==> src/rtl/rtc_access_arbiter_pkg.sv <==
// -----------------------------------------------------------------------------
// rtc_access_arbiter_pkg
// Shared definitions for the RTC access arbiter: FSM state encoding and the
// default refresh / timeout periods used as parameter defaults by the top.
// -----------------------------------------------------------------------------
package rtc_access_arbiter_pkg;

  typedef enum logic [1:0] {
    ST_IDLE    = 2'd0,
    ST_START   = 2'd1,
    ST_WAIT    = 2'd2,
    ST_RELEASE = 2'd3
  } state_t;

  localparam int REFRESH_CYCLES_DEF = 100000;
  localparam int TIMEOUT_CYCLES_DEF = 1024;

endpackage

==> src/rtl/rtc_access_arbiter_rr_pick.sv <==
// -----------------------------------------------------------------------------
// rtc_access_arbiter_rr_pick  (rr_pick)
// Combinational round-robin winner selection. Scans requesters starting at
// i_rr_ptr, wrapping NREQ-1 -> 0, and reports the first one asserted.
//
// Ports
//   i_req     [NREQ-1:0]  request levels
//   i_rr_ptr  [IW-1:0]    index with highest priority this round
//   o_valid               at least one request present
//   o_index   [IW-1:0]    winning requester index (0 when o_valid is low)
// -----------------------------------------------------------------------------
module rtc_access_arbiter_rr_pick #(
  parameter int NREQ = 4,
  parameter int IW   = 2
) (
  input  logic [NREQ-1:0] i_req,
  input  logic [IW-1:0]   i_rr_ptr,
  output logic            o_valid,
  output logic [IW-1:0]   o_index
);

  // Scan from the farthest offset down to offset 0 so the candidate closest
  // to the pointer is the last one written and therefore wins.
  always_comb begin
    o_valid = 1'b0;
    o_index = '0;
    for (int k = NREQ - 1; k >= 0; k--) begin
      int j;
      j = int'(i_rr_ptr) + k;
      if (j >= NREQ) j = j - NREQ;
      if (i_req[IW'(j)]) begin
        o_valid = 1'b1;
        o_index = IW'(j);
      end
    end
  end

endmodule

==> src/rtl/rtc_access_arbiter.sv <==
// -----------------------------------------------------------------------------
// rtc_access_arbiter
// Shares one RTC access engine between NREQ external requesters and an
// internal periodic time/date refresh requester. A pending refresh always
// wins; external requesters are served round-robin. Each transaction runs
// START (one-cycle start pulse) -> WAIT (until engine ready) -> RELEASE.
//
// Optional feature: define RTC_ARB_TIMEOUT_EN to bound the WAIT phase to
// TIMEOUT_CYCLES cycles; on expiry the sticky o_timeout_err is set and the
// grant is released. Without the macro WAIT is unbounded and
// o_timeout_err is tied low.
//
// Ports
//   i_clk                 system clock, rising edge
//   i_rst_n               asynchronous active-low reset
//   i_req     [NREQ-1:0]  level requests, held until own grant bit seen
//   o_grant   [NREQ:0]    one-hot grant, bit NREQ = internal refresh
//   o_start               one-cycle engine launch pulse
//   i_ready               engine done pulse, honoured in WAIT only
//   o_busy                high whenever the FSM is not idle
//   o_timeout_err         sticky grant-timeout flag
//
// state   | meaning
// IDLE    | no grant; pick refresh or round-robin winner
// START   | grant + start pulse, ready ignored
// WAIT    | grant held until ready (or timeout)
// RELEASE | grant dropped for one cycle, advance rr pointer
// -----------------------------------------------------------------------------
module rtc_access_arbiter
  import rtc_access_arbiter_pkg::*;
#(
  parameter int NREQ           = 4,
  parameter int REFRESH_CYCLES = REFRESH_CYCLES_DEF,
  parameter int TIMEOUT_CYCLES = TIMEOUT_CYCLES_DEF
) (
  input  logic            i_clk,
  input  logic            i_rst_n,
  input  logic [NREQ-1:0] i_req,
  output logic [NREQ:0]   o_grant,
  output logic            o_start,
  input  logic            i_ready,
  output logic            o_busy,
  output logic            o_timeout_err
);

  localparam int IW = (NREQ > 1) ? $clog2(NREQ) : 1;
  localparam int RW = (REFRESH_CYCLES > 1) ? $clog2(REFRESH_CYCLES) : 1;

  state_t          r_state;
  state_t          w_state_nxt;
  logic [NREQ:0]   r_grant;
  logic [NREQ:0]   w_grant_nxt;
  logic            r_start;
  logic            r_busy;
  logic [IW-1:0]   r_rr_ptr;
  logic [IW-1:0]   r_win_idx;
  logic            r_win_ref;
  logic            w_win_load;
  logic            w_ref_take;
  logic            w_timeout_hit;
  logic            w_wait_expired;
  logic            w_pick_valid;
  logic [IW-1:0]   w_pick_idx;
  logic [RW-1:0]   r_ref_cnt;
  logic            r_ref_pend;
  logic            w_ref_wrap;

  rtc_access_arbiter_rr_pick #(
    .NREQ (NREQ),
    .IW   (IW)
  ) u_rr_pick (
    .i_req    (i_req),
    .i_rr_ptr (r_rr_ptr),
    .o_valid  (w_pick_valid),
    .o_index  (w_pick_idx)
  );

  // Free-running refresh period counter.
  assign w_ref_wrap = (r_ref_cnt == RW'(REFRESH_CYCLES - 1));

  always_ff @(posedge i_clk or negedge i_rst_n) begin
    if (!i_rst_n) begin
      r_ref_cnt <= '0;
    end else if (w_ref_wrap) begin
      r_ref_cnt <= '0;
    end else begin
      r_ref_cnt <= r_ref_cnt + 1'b1;
    end
  end

  // Set has priority over clear: a wrap coinciding with the refresh grant
  // queues the next refresh, and repeated wraps never stack beyond one.
  // Pending out of reset so the first refresh follows reset release.
  always_ff @(posedge i_clk or negedge i_rst_n) begin
    if (!i_rst_n) begin
      r_ref_pend <= 1'b1;
    end else if (w_ref_wrap) begin
      r_ref_pend <= 1'b1;
    end else if (w_ref_take) begin
      r_ref_pend <= 1'b0;
    end
  end

`ifdef RTC_ARB_TIMEOUT_EN
  localparam int TW = (TIMEOUT_CYCLES > 1) ? $clog2(TIMEOUT_CYCLES) : 1;

  logic [TW-1:0] r_wait_cnt;
  logic          r_timeout_err;

  // Cleared outside WAIT, so it reads 0 in the first WAIT cycle.
  always_ff @(posedge i_clk or negedge i_rst_n) begin
    if (!i_rst_n) begin
      r_wait_cnt <= '0;
    end else if (r_state != ST_WAIT) begin
      r_wait_cnt <= '0;
    end else begin
      r_wait_cnt <= r_wait_cnt + 1'b1;
    end
  end

  assign w_wait_expired = (r_wait_cnt == TW'(TIMEOUT_CYCLES - 1));

  always_ff @(posedge i_clk or negedge i_rst_n) begin
    if (!i_rst_n) begin
      r_timeout_err <= 1'b0;
    end else if (w_timeout_hit) begin
      r_timeout_err <= 1'b1;
    end
  end

  assign o_timeout_err = r_timeout_err;
`else
  logic w_unused_timeout;

  assign w_unused_timeout = (TIMEOUT_CYCLES == 0);
  assign w_wait_expired   = 1'b0;
  assign o_timeout_err    = 1'b0;
`endif

  // Next-state and next-output logic.
  always_comb begin
    w_state_nxt   = r_state;
    w_grant_nxt   = r_grant;
    w_ref_take    = 1'b0;
    w_win_load    = 1'b0;
    w_timeout_hit = 1'b0;
    case (r_state)
      ST_IDLE: begin
        w_grant_nxt = '0;
        if (r_ref_pend) begin
          w_state_nxt       = ST_START;
          w_ref_take        = 1'b1;
          w_win_load        = 1'b1;
          w_grant_nxt[NREQ] = 1'b1;
        end else if (w_pick_valid) begin
          w_state_nxt = ST_START;
          w_win_load  = 1'b1;
          w_grant_nxt = (NREQ + 1)'(1) << w_pick_idx;
        end
      end
      ST_START: begin
        w_state_nxt = ST_WAIT;
      end
      ST_WAIT: begin
        // Ready checked first so a simultaneous ready never flags a timeout.
        if (i_ready) begin
          w_state_nxt = ST_RELEASE;
          w_grant_nxt = '0;
        end else if (w_wait_expired) begin
          w_state_nxt   = ST_RELEASE;
          w_grant_nxt   = '0;
          w_timeout_hit = 1'b1;
        end
      end
      ST_RELEASE: begin
        w_state_nxt = ST_IDLE;
        w_grant_nxt = '0;
      end
      default: begin
        w_state_nxt = ST_IDLE;
        w_grant_nxt = '0;
      end
    endcase
  end

  always_ff @(posedge i_clk or negedge i_rst_n) begin
    if (!i_rst_n) begin
      r_state <= ST_IDLE;
    end else begin
      r_state <= w_state_nxt;
    end
  end

  always_ff @(posedge i_clk or negedge i_rst_n) begin
    if (!i_rst_n) begin
      r_grant   <= '0;
      r_start   <= 1'b0;
      r_busy    <= 1'b0;
      r_rr_ptr  <= '0;
      r_win_idx <= '0;
      r_win_ref <= 1'b0;
    end else begin
      r_grant <= w_grant_nxt;
      r_start <= (w_state_nxt == ST_START);
      r_busy  <= (w_state_nxt != ST_IDLE);
      if (w_win_load) begin
        r_win_idx <= w_pick_idx;
        r_win_ref <= w_ref_take;
      end
      // Refresh transactions leave the external rotation untouched.
      if (r_state == ST_RELEASE && !r_win_ref) begin
        r_rr_ptr <= (r_win_idx == IW'(NREQ - 1)) ? '0 : r_win_idx + 1'b1;
      end
    end
  end

  assign o_grant = r_grant;
  assign o_start = r_start;
  assign o_busy  = r_busy;

endmodule
==> config.mk <==
export PLATFORM = sky130hd
export DESIGN_NAME = rtc_access_arbiter
export DESIGN_NICKNAME = d
export VERILOG_FILES = /design/src/rtl/rtc_access_arbiter_pkg.sv /design/src/rtl/rtc_access_arbiter_rr_pick.sv /design/src/rtl/rtc_access_arbiter.sv
export SDC_FILE = /design/constraint.sdc
export NUM_CORES = 1
export LEC_CHECK = 0
export ABC_AREA = 1
export CAP_MARGIN = 30
export CORE_ASPECT_RATIO = 0.8
export CORE_MARGIN = 2
export CORE_UTILIZATION = 50
export DETAILED_ROUTE_END_ITERATION = 7
export PLACE_DENSITY_LB_ADDON = 0.12
export SYNTH_ARGS = -nofsm -noshare
export SYNTH_HDL_FRONTEND = slang
export SYNTH_HIERARCHICAL = 1
export SYNTH_SLANG_ARGS = --single-unit
export TNS_END_PERCENT = 1
==> constraint.sdc <==
create_clock -name i_clk -period 2.3 [get_ports i_clk]
set_input_delay 0.345 -clock i_clk [delete_from_list [all_inputs] [get_ports i_clk]]
set_output_delay 0.345 -clock i_clk [all_outputs]
set_load 0.02 [all_outputs]
==> results of run 1 <==
==> registers in the layout, indices dropped and copies added, names as in the netlist <==
register,count
r_ref_pend,1
o_start,1
r_win_idx,2
o_grant,5
r_ref_cnt,17
r_win_ref,1
o_busy,1
r_state,2
r_rr_ptr,2
==> worst reg2reg max path, delay by kind of cell, from the launching register on <==
kind / cells / cell delay, ps
AND/OR/NAND/NOR: 4 / 430
buffers and inverters: 1 / 180
flip-flops: 1 / 520
AO/OA/AOI/OAI: 4 / 610
==> layer usage <==
layer / part of all wire, % / GRT usage (%)
met5: 0 / 0
met4: 0.57 / 5.29
met3: 6.6 / 5.10
met2: 40 / 27.8
met1: 53 / 30.3
==> stage by stage <==
stage / hold WS (ps) / util (%)
2_1_floorplan: 49.4 / -
3_3_place_gp: 476 / 56.0
3_5_place_dp: 478 / 56.0
4_1_cts: 486 / 59.4
5_1_grt: 510 / 59.4
6_report: 466 / 59.4
==> power by group through the flow <==
stage | logic [mW] | clock network, mW | registers [mW]
CTS | 0.838 | 0.592 | 0.753
global route | 0.961 | 0.617 | 0.765
global placement | 0.821 | 0 | 0.756
floorplan | 0.598 | 0 | 0.766
detailed placement | 0.830 | 0 | 0.758
finish | 0.833 | 0.580 | 0.751
==> logic make-up (layout without fill, tap and decap cells) <==
group           Yosys count  in the layout  synth area share, %
simple gates            134            134                 31.3
buf+inv                  56             77                 11.7
flops                    32             32                 42.1
compound gates           25             25                 7.95
fa+ha+maj                 6              6                 3.94
xor+xnor                  5              5                 2.30
other cells               1              1                0.197
mux                       1              1                0.591
==> how the worst max path moves through the flow <==
| stage | start | end | slack [ps] |
|---|---|---|---|
| 2_1_floorplan | r_rr_ptr[0] | o_busy | 720 |
| 3_3_place_gp | i_req[3] | o_busy | 320 |
| 3_5_place_dp | i_req[3] | o_busy | 280 |
| 4_1_cts | r_rr_ptr[0] | o_busy | 440 |
| 5_1_grt | r_rr_ptr[0] | o_busy | 210 |
| 6_report | r_rr_ptr[0] | o_busy | 440 |
==> layout by cell type (no fill, tap or decap), types with 2 or more instances in the layout <==
cell             count
clkbuf_8             7
inv_1               48
nor2_1              36
o22ai_1              4
nand3_1             14
inv_2                5
buf_4                2
nor2_4               3
a21oi_2              2
clkdlybuf4s50_1     13
a21oi_1              2
nand2_1             64
o21ai_1              4
ha_1                 6
nand2_2              9
o21ai_2              2
o21ai_0              8
xor2_1               5
dfrtp_1             31
nand4_1              5
==> cell type report <==
class,instances,area (um2)
multi-input combinational,172,881
sequential,32,802
timing repair buffer,15,145
inverter,54,204
clock buffer,7,96.3
fill,335,1520
clock inverter,1,30.0
tap,44,55.1
==> impl_metrics.yaml, run 1 <==
global_routing:
  grt_pass1_vias: 1517
  overflow: 0
  antenna_found_initial: 0
  grt_use_total_pct: 19.9
  grt_max_degree: 33
  grt_pass1_wl_um: 6620
power_and_ir_drop:
  p_int_mw: 1.38
  combPwrFrac_pct: 38.5
  leakage_nw: 1.13
  clkPwrFrac_pct: 26.8
  switching_share_pct: 36.2
  p_per_area_nw_per_um2: 978
  ir_worst_vdd_v: 0.000688
  total_power_mw: 2.16
  p_switching_mw: 0.784
  pwr-share-seq_pct: 34.7
cells_and_area:
  fin_nets: 293
  syn_to_final_growth_pct: 16.2
  antenna_cells: 0
  fin_cells: 325
  layout-drive-gt1-share_pct: 13.2
  fin_area_um2: 2210
clocking:
  cts_max_level: 2
  clkSinkCount: 32
  ctsHoldBuffers: 0
  postCtsSetupBuffers: 0
  cts_made_buffers: 5
  cts_tree: "yes"
  cts_max_path_buffers: 2
  ctsResizeCount: 0
  clk_latency_ps: 270
  cts.clk_slew.worst_paths_ps: 70
  cts-root-buf: "clkbuf_8"
die:
  die_h_um: 59.2
  die_width_um: 73.0
  rows: 20
  die_area_um2: 4320
  ios: 15
  core_um2: 3730
  start_util_pct: 51.1
logic_synthesis:
  ys.flop_type: "dfrtp_1"
  synth_nets: 273
  yosys-top-cells-count: "nand2_1 (64), inv_1 (48), nor2_1 (36)"
  synth_cell_types: 29
  ys_ff_latch: 32
  synth_edf_count: 0
  ys_warn_count: 6
  syn_area_um2: 1910
  yosysMostFrequentCell: "nand2_1"
  syn-mean-instance-area_um2: 7.33
  ys_seq_area_share_pct: 42.1
  synthCells: 260
  yosysTopAreaCell: "dfrtp_1"
  async_reset_ff_share_pct: 100
  synthTopCellsByArea: "dfrtp_1 (41%), nand2_1 (13%), inv_1 (9.5%), nor2_1 (7.1%), ha_1 (3.9%)"
  synth.top_cell.area_share_pct: 40.7
critical_path:
  critical_path_class: "reg -> reg"
  path_buf_inv: 1
  reg2reg_depth: 9
  end_kind: "register"
  cp.arrival_ps: 2010
  rr_endpoint: "o_busy"
  cpPeakStageDelay_ps: 520
  cp_num_cells: 9
  critPathLaunchType: "register"
  slowest_stage: "dfrtp_1"
  required_ps: 2450
  rrSetupSlack_ps: 440
  cp_common_cell: "nand2_1"
  cp_max_fo: 12
  r2r_start: "r_rr_ptr[0]"
  path_cells: "inv_1 > nand2_1 > and2_4 > a21oi_1 > nand2_1 > o21ai_2 > o21ai_0 > a31oi_1 > nand2_1"
  cpLargestDelayFamily: "compound AO/OA/AOI/OAI gates"
placed_design:
  io_buffers: 13
  place_congestion: 0.857
  place_ws_ps: 278
  dp_hpwl_um: 2800
  dp.cells: 317
  place_area_um2: 2090
timing:
  rsz0062_at_grt: "no"
  finalHoldViolations: 0
  min_period_ps: 1860
  fmax_mhz: 538
  clock_skew_ps: 6.26
  setup_violations: 0
  setup_ws_ps: 440
  final.setup.tns_ps: 0
  slew_violations: 0
  period_share_pct: 80.9
route:
  drt_first_pass_iters: 4
  viasPerCell: 4.85
  ant_nets: 0
  num_vias: 1575
  wl_per_cell_um: 11.4
  drt_wl_total_um: 3700
  drc: 0
  drtIter0Drc: 77
run_status:
  status: "finished clean"
hold_path:
  hold_class: "in -> async"
flow_run:
  drv_cap: 0
Note: power is estimated with default switching activity, not from simulation.
==> run 2, diff against run 1 <==
- clock period: 2.3 -> 1.61 ns (I/O delays scaled with it)
==> run 2 against run 1 <==
  * Cell area rose by 5.6%
  * Register-to-register slack got worse by 420 ps
  * Maximum frequency rose by 17%
  * Final cell count rose by 2.2%
  * Count of clock-buffer cells in the layout fell by 1
  * Flip-flop and latch count did not move
  * Non-clock buffer count rose by 7
  * Worst setup slack got worse by 420 ps
  * Sequential power rose by 42%
  * Critical path type unchanged
  * Critical endpoint is now o_grant[0]
  * Largest cell class unchanged
  * Largest power group unchanged
==> impl_metrics.yaml, run 2 (same netlist as run 1, synthesis figures left out) <==
run_status:
  status: "finished clean"
clocking:
  cts_max_level: 2
  cts.clk_slew.worst_paths_ps: 70
  cts_made_buffers: 5
  clkSinkCount: 32
  cts_tree: "yes"
  cts-root-buf: "clkbuf_8"
  clk_latency_ps: 280
  cts_max_path_buffers: 2
placed_design:
  io_buffers: 13
  place_congestion: 0.838
  place_ws_ps: -270
  dp.cells: 322
  place_area_um2: 2140
  dp_hpwl_um: 2780
route:
  drtIter0Drc: 67
  wl_per_cell_um: 11.4
  drt_wl_total_um: 3790
  drc: 0
  ant_nets: 0
  num_vias: 1572
  viasPerCell: 4.73
  drt_first_pass_iters: 4
global_routing:
  met3_usage_pct: 4.93
  grt_max_degree: 33
  grt_use_total_pct: 20.0
  grt_use_met2_pct: 28.3
  grt_use_met1_pct: 29.8
  grt_pass1_vias: 1500
  busiest_layer: "met1"
  overflow: 0
  grt_pass1_wl_um: 6520
  antenna_found_initial: 0
cells_and_area:
  fin_cells: 332
  fin_nets: 300
  largest_register_ffs: 17
  layout-drive-gt1-share_pct: 21.9
  regMostFlops: "r_ref_cnt"
  fin_area_um2: 2340
  final_cell_mix: "nand2_1 (54), inv_1 (46), nor2_1 (35)"
  syn_to_final_growth_pct: 22.7
  antenna_cells: 0
  final_common_cell: "nand2_1"
  postLayoutCoreUtil_pct: 62.7
timing:
  fmax_mhz: 628
  finalHoldWorstSlack_ps: 335
  min_period_ps: 1590
  setup_violations: 0
  setup_ws_ps: 17.5
  finalHoldViolations: 0
  clock_skew_ps: 7.44
  final.setup.tns_ps: 0
  period_share_pct: 98.9
  rsz0062_at_grt: "yes"
  slew_violations: 0
power_and_ir_drop:
  combPwrFrac_pct: 45.2
  leakage_nw: 1.17
  pwr-share-seq_pct: 32.2
  switching_share_pct: 38.1
  p_switching_mw: 1.27
  total_power_mw: 3.33
  clkPwrFrac_pct: 22.6
  ir_worst_vdd_v: 0.00102
  p_int_mw: 2.06
  p_per_area_nw_per_um2: 1420
die:
  die_area_um2: 4320
  die_h_um: 59.2
  rows: 20
  ios: 15
  core_um2: 3730
  die_width_um: 73.0
  start_util_pct: 51.1
critical_path:
  required_ps: 1810
  critical_path_class: "reg -> reg"
  rrSetupSlack_ps: 20
  cp_max_fo: 8
  critPathLaunchType: "register"
  r2r_start: "r_rr_ptr[0]"
  reg2reg_depth: 12
  rr_endpoint: "o_grant[0]"
  end_kind: "register"
  cp.arrival_ps: 1790
hold_path:
  hold_class: "in -> async"
flow_run:
  drv_cap: 0
run 2: worst max-delay path, stage by stage (launching register included):
cell and delay, ps:
dfrtp_2 490, inv_2 110, buf_6 100, nand2_2 40, nand2_2 70, nand2_2 70, nand3_2 100, nand2_1 50
nand2_1 70, nand2_2 60, inv_2 50, nand4_1 130, o22ai_1 170
run 2: final cells by class:
cell class | instances | area, um2
inverters | 54 | 204
flip-flops and latches | 32 | 803
fillers | 341 | 1390
clock buffers | 6 | 72.6
repair buffers | 22 | 221
well taps | 44 | 55.1
multi-input cells | 172 | 946
clock inverters | 2 | 35.0
run 2: power groups by stage:
stage | logic [mW] | clock network, mW | registers (mW)
after floorplan | 0.855 | 0 | 1.09
after global placement | 1.26 | 0 | 1.07
after detailed placement | 1.28 | 0 | 1.07
after CTS | 1.40 | 0.775 | 1.06
after global routing | 1.68 | 0.803 | 1.09
final | 1.51 | 0.752 | 1.07
run 2: how the worst max path moves through the flow:
stage | from | end | slack (ps) | cells after the start
floorplan | r_rr_ptr[0] | o_busy | 30 | 9
global placement | i_req[3] | o_busy | -250 | 10
detailed placement | i_req[3] | o_busy | -270 | 10
CTS | r_rr_ptr[0] | o_busy | -20 | 9
global route | r_rr_ptr[0] | o_grant[0] | -110 | 12
finish | r_rr_ptr[0] | o_grant[0] | 20 | 12
run 2: metal layers:
layer,share of wire [%],vias up
met5,0,-
li1,-,847
met4,1.1,0
met2,40,20
met3,3.5,5
met1,55,700
run 2: repair_timing:
| action | in CTS | in global routing |
|---|---|---|
| endpoints found under the setup margin | 5 | 9 |
| gates resized for setup | 13 | 12 |
| hold buffers | 0 | 0 |
| pin swaps | 10 | 11 |
| hold endpoints to repair | 0 | 0 |
| setup buffers | 3 | 0 |
